**src/rtl/ysyx_23060332_ifu_pkg.sv**
```systemverilog
// Shared IFU definitions: bus widths, zero word, reset PC and the fetch FSM states.
package ysyx_23060332_ifu_pkg;

  localparam int                INST_BUS_W      = 32;
  localparam int                INST_ADDR_BUS_W = 32;
  localparam logic [INST_BUS_W-1:0]      ZERO_WORD   = '0;
  localparam logic [INST_ADDR_BUS_W-1:0] RESET_PC_DEF = 32'h8000_0000;
  localparam logic [INST_ADDR_BUS_W-1:0] PC_STEP     = 32'd4;

  typedef enum logic [1:0] {
    ST_FETCH = 2'd0,
    ST_WAIT  = 2'd1,
    ST_HOLD  = 2'd2
  } ifu_state_e;

  // Word-align a redirect target; the low two bits carry no meaning.
  function automatic logic [INST_ADDR_BUS_W-1:0] align_word(input logic [INST_ADDR_BUS_W-1:0] a);
    return {a[INST_ADDR_BUS_W-1:2], 2'b00};
  endfunction

endpackage

```
**src/rtl/ysyx_23060332_ifu_pc_reg.sv**
```systemverilog
// Program counter with next-pc selection: redirect beats sequential advance.
module ysyx_23060332_pc_reg
  import ysyx_23060332_ifu_pkg::*;
#(
  parameter logic [INST_ADDR_BUS_W-1:0] RESET_PC = RESET_PC_DEF
) (
  input  logic                       clk,
  input  logic                       rst,
  input  logic                       jump_en,
  input  logic [INST_ADDR_BUS_W-1:0] jump_addr,
  input  logic                       adv,
  output logic [INST_ADDR_BUS_W-1:0] pc
);

  logic [INST_ADDR_BUS_W-1:0] pc_nxt;

  always_comb begin
    pc_nxt = pc;
    if (jump_en)  pc_nxt = align_word(jump_addr);
    else if (adv) pc_nxt = pc + PC_STEP;
  end

  always_ff @(posedge clk or posedge rst) begin
    if (rst) pc <= RESET_PC;
    else     pc <= pc_nxt;
  end

endmodule

```
**src/rtl/ysyx_23060332_ifu.sv**
```systemverilog
// Instruction fetch unit: one outstanding memory request, a one-entry output
// buffer toward the decoder, and redirect handling that discards stale responses.
module ysyx_23060332_ifu
  import ysyx_23060332_ifu_pkg::*;
#(
  parameter logic [INST_ADDR_BUS_W-1:0] RESET_PC = RESET_PC_DEF
) (
  input  logic                       clk,
  input  logic                       rst,
  output logic                       mem_req,
  output logic [INST_ADDR_BUS_W-1:0] mem_addr,
  input  logic                       mem_ready,
  input  logic                       mem_rvalid,
  input  logic [INST_BUS_W-1:0]      mem_rdata,
  output logic                       inst_valid,
  input  logic                       inst_ready,
  output logic [INST_BUS_W-1:0]      inst_o,
  output logic [INST_ADDR_BUS_W-1:0] inst_addr,
  input  logic                       jump_en,
  input  logic [INST_ADDR_BUS_W-1:0] jump_addr
);

  ifu_state_e                 state_q, state_d;
  logic                       flush_q, flush_d;
  logic                       latch;
  logic                       adv;
  logic                       accept;
  logic [INST_ADDR_BUS_W-1:0] pc;

  ysyx_23060332_pc_reg #(.RESET_PC(RESET_PC)) u_pc_reg (
    .clk       (clk),
    .rst       (rst),
    .jump_en   (jump_en),
    .jump_addr (jump_addr),
    .adv       (adv),
    .pc        (pc)
  );

  assign mem_req    = (state_q == ST_FETCH) & ~rst;
  assign mem_addr   = pc;
  assign accept     = mem_req & mem_ready;
  assign inst_valid = (state_q == ST_HOLD);

  always_comb begin
    state_d = state_q;
    flush_d = flush_q;
    latch   = 1'b0;
    adv     = 1'b0;
    case (state_q)
      ST_FETCH: begin
        // A redirect in the accept cycle leaves the just-issued fetch stale.
        if (accept) begin
          state_d = ST_WAIT;
          flush_d = jump_en;
        end
      end
      ST_WAIT: begin
        if (mem_rvalid) begin
          flush_d = 1'b0;
          if (flush_q || jump_en) begin
            state_d = ST_FETCH;
          end else begin
            state_d = ST_HOLD;
            latch   = 1'b1;
          end
        end else if (jump_en) begin
          flush_d = 1'b1;
        end
      end
      ST_HOLD: begin
        if (jump_en) begin
          state_d = ST_FETCH;
        end else if (inst_ready) begin
          state_d = ST_FETCH;
          adv     = 1'b1;
        end
      end
      default: begin
        state_d = ST_FETCH;
        flush_d = 1'b0;
      end
    endcase
  end

  always_ff @(posedge clk or posedge rst) begin
    if (rst) begin
      state_q <= ST_FETCH;
      flush_q <= 1'b0;
    end else begin
      state_q <= state_d;
      flush_q <= flush_d;
    end
  end

  // pc still names the outstanding fetch here: any redirect blocks the latch.
  always_ff @(posedge clk or posedge rst) begin
    if (rst) begin
      inst_o    <= ZERO_WORD;
      inst_addr <= '0;
    end else if (latch) begin
      inst_o    <= mem_rdata;
      inst_addr <= pc;
    end
  end

endmodule

```
**config.mk**
```make
export PLATFORM = sky130hd
export DESIGN_NAME = ysyx_23060332_ifu
export DESIGN_NICKNAME = d
export VERILOG_FILES = /design/src/rtl/ysyx_23060332_ifu_pkg.sv /design/src/rtl/ysyx_23060332_ifu_pc_reg.sv /design/src/rtl/ysyx_23060332_ifu.sv
export SDC_FILE = /design/constraint.sdc
export NUM_CORES = 1
export LEC_CHECK = 0
export ABC_CLOCK_PERIOD_IN_PS = 4300
export CAP_MARGIN = 10
export CORE_MARGIN = 4
export CORE_UTILIZATION = 61
export CTS_BUF_LIST = sky130_fd_sc_hd__clkbuf_2
export CTS_CLUSTER_DIAMETER = 100
export DETAILED_ROUTE_END_ITERATION = 6
export DONT_BUFFER_PORTS = 1
export PLACE_DENSITY = 0.81
export SLEW_MARGIN = 30
export SYNTH_ARGS = -nofsm -noshare
export SYNTH_HDL_FRONTEND = slang
export SYNTH_SLANG_ARGS = --single-unit
```
**constraint.sdc**
```tcl
create_clock -name clk -period 4.3 [get_ports clk]
set_clock_uncertainty 0.1 [all_clocks]
set_input_delay 0.86 -clock clk [delete_from_list [all_inputs] [get_ports clk]]
set_output_delay 0.86 -clock clk [all_outputs]
set_load 0.02 [all_outputs]
```
==> results of run 1 <==
[placed cells by master, fill, tap and decap left out, drive strengths merged, types with 2 or more instances in the layout]
master    Yosys  routed
and2          3       3
and3          6       6
and4          5       5
buf          14       3
clkbuf        7      10
clkinv        0       2
clkinvlp      0       3
conb          1       4
dfrtp        94      94
mux2         64      64
nand2        39      39
nand3        13      13
nand4         9       9
nand4b        2       2
nor2          9       9
nor2b         4       4
nor3          2       2
o21ai        31      31
xnor2         5       5
xor2         23      23
[metal layers]
| layer | up-vias | track usage | part of all wire |
|---|---|---|---|
| met1 | 1230 | 0.2608 | 0.41 |
| met5 | - | 0 | 0 |
| li1 | 1171 | - | - |
| met2 | 125 | 0.3372 | 0.48 |
| met4 | 0 | 0.07663 | 0.012 |
| met3 | 10 | 0.07917 | 0.10 |
[power by group]
group | switching (mW) | internal [mW] | leakage [nW] | total, mW
clock | 0.286 | 0.133 | 0.0616 | 0.419
sequential | 0.614 | 1.19 | 1.16 | 1.80
combinational | 0.118 | 0.229 | 0.685 | 0.347
[cells by family (layout without fill, tap and decap cells)]
kind of cell / after synthesis / count (layout) / share of synthesized area
flip-flops: 95 / 95 / 0.5690
adder cells (fa/ha/maj): 1 / 1 / 0.002993
AND/OR/NAND/NOR: 96 / 96 / 0.1263
AO/OA/AOI/OAI: 33 / 33 / 0.03981
other: 1 / 4 / 0.0008971
multiplexers: 65 / 65 / 0.1748
XOR/XNOR: 28 / 28 / 0.05866
buffers and inverters: 22 / 20 / 0.02754
[cell type report]
type                            count  area, um2  area share
Clock inverter                      6      61.31     0.01419
Multi-Input combinational cell    227       1704      0.3946
Sequential cell                    95       2379      0.5507
Inverter                            1      6.256    0.001448
Clock buffer                       10      50.05     0.01159
Timing Repair Buffer                3      22.52    0.005214
Tap cell                           77      96.34     0.02231
[registers in the layout, summed over array words and instances, names as in the netlist]
signal and flops:
u_pc_reg.pc 30, flush_q 1, state_q 2, inst_o 32, inst_addr 30
[path summary, 6_finish.rpt]
check                          startpoint              end  slack (ns)  cells past startpoint
max                            state_q[0]          mem_req        1.67                      1
min                                   rst    inst_addr[18]        0.05                      1
max reg2reg                u_pc_reg.pc[4]  u_pc_reg.pc[29]        1.96                      5
min reg2reg                    state_q[1]       state_q[0]        0.55                      1
max in group asynchronous             rst   u_pc_reg.pc[2]        2.91                      2
min in group clk                  jump_en       state_q[1]        0.29                      1
[through the flow]
step / cell area, um2 / hold WS [ns] / utilization
global placement: 4202 / 0.5063 / 0.6469
finish: 4319 / 0.05439 / 0.6650
detailed placement: 4202 / 0.5264 / 0.6469
CTS: 4313 / 0.02866 / 0.6640
floorplan: 4192 / 0.4590 / -
global route: 4319 / 0.01929 / 0.6650
==> impl_metrics.toml, run 1 <==
[critical_path]
cp_max_fo = 10
required_ns = 3.34
critPathCaptureType = "primary output"
critPathMaxStageDelay_ns = 0.63
critPathTopFamily = "simple AND/OR/NAND/NOR gates"
path_cells = "nor3_1"
crit_buf_inv = 0
critical_path_class = "register to primary output"
startpoint_type = "register"
crit_arrival_ns = 1.67
cpMaxStageDelayCell = "nor3_1"

[floorplanning]
die_h_um = 90.78
initial_core_util = 0.6436
boundaryPins = 168
die_x_um = 90.78
num_rows = 29
die-area_um2 = 8241
fp.coreArea_um2 = 6495

[global_routing]
grt_max_degree = 64
grt_overflow_total = 0
antenna_found_initial = 0
grt_pass1_vias = 2611
grt_use_total = 0.2103
grt_pass1_wl_um = 13790

[routing]
firstDrtPassIters = 4
wl_um = 8493
avgViaCountPerCell = 6.053
antenna_left = 0
vias = 2536
wire_per_inst_um = 20.27
drc = 0
drt_iter0_drc = 75

[logic_synthesis]
dominantRegCellSynth = "dfrtp_1"
synth-seq-cells = 95
yosysTopAreaCell = "dfrtp_1"
ys_types = 35
synth_edf_count = 0
ys_top_cells_by_count = "dfrtp_1 (94), mux2_2 (64), nand2_1 (39)"
synth_top_area_frac = 0.5627
avgSynthCellArea_um2 = 12.26
synth_area_um2 = 4180
ys_top_cells_by_area = "dfrtp_1 (56%), mux2_2 (17%), xor2_1 (4.8%)"
yosysSeqAreaShare = 0.5690
ys_warn_count = 0
synth.most_common_cell = "dfrtp_1"
postSynthCellCount = 341
async_flop_share = 1.000

[power]
irDropWorstVdd_mv = 0.3831
power_density_nw_per_um2 = 594.1
p_total_mw = 2.566
p_leak_nw = 1.906

[finish]
fin_cells = 419
fillers = 510
final_nets = 408
area_growth_pct = 3.322
drive_gt1_frac = 0.2661
n_antenna_cell = 0

[timing]
slew_headroom = 0.4972
drv_slew = 0
max_clock_freq_ghz = 0.3801
setup_violations = 0
tns_ns = 0
period_share = 0.6118
grt_setup_unrepaired = "false"
setup_ws_ns = 1.669
final_hold_viol_count = 0
period_needed_ns = 2.631
tightest_slew_ns = 0.7543

[clocking]
cts.path.max_buffers = 2
clkTransAtPathRegs_ns = 0.26
ctsResizeCount = 0
cts_setup_buffers = 0
cts_tree = "done"
clock_sinks = 95
htreeDepth = 3
cts_buffers = 9
hold_buffers = 0
clock_latency_ns = 0.53
cts_root_buffer = "clkbuf_2"

[job]
cap_violations = 0

[placement]
portBuffers = 0
place_inst = 403
dp_slack_ns = 1.597
dp_hpwl_um = 6212
gp_congestion = 0.7509

[outcome]
outcome = "completed"

[hold_path]
hp-class = "input port to asynchronous set/reset pin"
Power figures use the tool's default switching activity.
==> run 2: changes to the inputs <==
--- a/config.mk
+++ b/config.mk
@@ -5,7 +5,7 @@
 export SDC_FILE = /design/constraint.sdc
 export NUM_CORES = 1
 export LEC_CHECK = 0
-export ABC_CLOCK_PERIOD_IN_PS = 4300
+export ABC_CLOCK_PERIOD_IN_PS = 2500
 export CAP_MARGIN = 10
 export CORE_MARGIN = 4
 export CORE_UTILIZATION = 61
==> constraint.sdc (replaced) <==
create_clock -name clk -period 2.5 [get_ports clk]
set_clock_uncertainty 0.1 [all_clocks]
set_input_delay 0.5 -clock clk [delete_from_list [all_inputs] [get_ports clk]]
set_output_delay 0.5 -clock clk [all_outputs]
set_load 0.02 [all_outputs]
==> run 2 against run 1 <==
Against the previous run:
- sequential share of layout area down 8.0 points
- combinational power up 120%
- critical endpoint unchanged
- sequential power up 72%
- final cell count up 17%
- via count up 14%
- first-iteration DRC count up 40%
- critical path type unchanged
==> impl_metrics.toml, run 2 (same netlist as run 1, synthesis figures left out) <==
[outcome]
outcome = "completed"

[power]
irDropWorstVdd_mv = 0.6572
power_density_nw_per_um2 = 919.0
p_leak_nw = 2.218
p_total_mw = 4.642

[global_routing]
grt_pass1_vias = 3047
grt_max_degree = 96
grt_overflow_total = 0
grt_pass1_wl_um = 15840
antenna_found_initial = 0
grt_use_total = 0.2426

[finish]
area_growth_pct = 20.83
largest_register_ffs = 32
final_common_cell = "dfrtp_1"
n_antenna_cell = 0
drive_gt1_frac = 0.2379
final_nets = 480
final_cell_mix = "dfrtp_1 (94), mux2_2 (64), dlygate4sd3_1 (64)"
finish.instance_area_um2 = 5051
reg.largest.list = "inst_o (32), inst_addr (30), u_pc_reg.pc (30)"
fin_util = 0.7777
regMostFlops = "inst_o"

[clocking]
cts.path.max_buffers = 2
clock_sinks = 95
htreeDepth = 3
hold_buffers = 65
cts_root_buffer = "clkbuf_2"
clkTransAtPathRegs_ns = 0.22
cts_tree = "done"
cts_buffers = 9
cts_setup_buffers = 0
ctsResizeCount = 0
clock_latency_ns = 0.52

[critical_path]
cpMaxStageDelayCell = "nor3_1"
cp_max_fo = 10
crit_arrival_ns = 1.65
crit_buf_inv = 0
critPathTopFamily = "simple AND/OR/NAND/NOR gates"
critical_path_class = "register to primary output"
critPathMaxStageDelay_ns = 0.62
required_ns = 1.90
critPathCaptureType = "primary output"
path_cells = "nor3_1"
startpoint_type = "register"

[routing]
antenna_left = 0
wire_per_inst_um = 20.24
firstDrtPassIters = 4
wl_um = 9896
drt_iter0_drc = 105
vias = 2892
avgViaCountPerCell = 5.914
drc = 0

[timing]
grt_setup_unrepaired = "false"
period_needed_ns = 2.247
setup_ws_ns = 0.2532
drv_slew = 0
tightest_slew_ns = 0.6780
final_hold_viol_count = 0
setup_violations = 0
max_clock_freq_ghz = 0.4451
period_share = 0.8987
slew_headroom = 0.5445
whs_ns = 0.05431

[floorplanning]
num_rows = 29
initial_core_util = 0.6436
boundaryPins = 168
die-area_um2 = 8241
fp.coreArea_um2 = 6495
die_h_um = 90.78
die_x_um = 90.78

[placement]
postPlaceCellArea_um2 = 4268
gp_congestion = 0.7355
dp_hpwl_um = 6179
dp_slack_ns = 0.3997
portBuffers = 0

[job]
cap_violations = 0

[hold_path]
hp-class = "input port to register"
-- run 2: routing by layer --
metal | track usage | vias to the layer above | part of all wire
li1 | - | 1306 | -
met1 | 0.2885 | 1413 | 0.40
met2 | 0.4107 | 152 | 0.49
met3 | 0.08083 | 21 | 0.095
met4 | 0.08794 | 0 | 0.020
met5 | 0 | - | 0
-- run 2: final timing paths --
path | startpoint | to | slack (ns) | depth (start not counted)
setup / recovery | state_q[0] | mem_req | 0.25 | 1
hold reg to reg | state_q[1] | state_q[0] | 0.56 | 1
hold / removal | jump_en | u_pc_reg.pc[29] | 0.05 | 2
max in group asynchronous | rst | u_pc_reg.pc[31] | 1.40 | 3
min in group asynchronous | rst | inst_o[19] | 0.52 | 3
setup reg to reg | u_pc_reg.pc[7] | u_pc_reg.pc[28] | 0.36 | 5
-- run 2: stage by stage --
stage,cells,setup TNS (ns)
3_5_place_dp,410,0
2_1_floorplan,344,-0.1440
6_report,489,0
5_1_grt,489,0
3_3_place_gp,410,0
4_1_cts,489,0
-- run 2: cell type report --
| type | instances | area (um2) |
|---|---|---|
| well taps | 77 | 96.34 |
| clock buffers | 10 | 50.05 |
| inverters | 1 | 7.507 |
| clock inverters | 4 | 72.57 |
| repair buffers | 75 | 748.2 |
| flip-flops and latches | 95 | 2379 |
| fillers | 408 | 1444 |
| multi-input cells | 227 | 1698 |
-- run 2: power by group --
group          leakage (nW)  internal (mW)  switching (mW)
Clock                0.0739          0.323           0.472
Sequential             1.16           2.04            1.06
Combinational         0.985          0.475           0.275
Total                  2.22           2.84            1.80
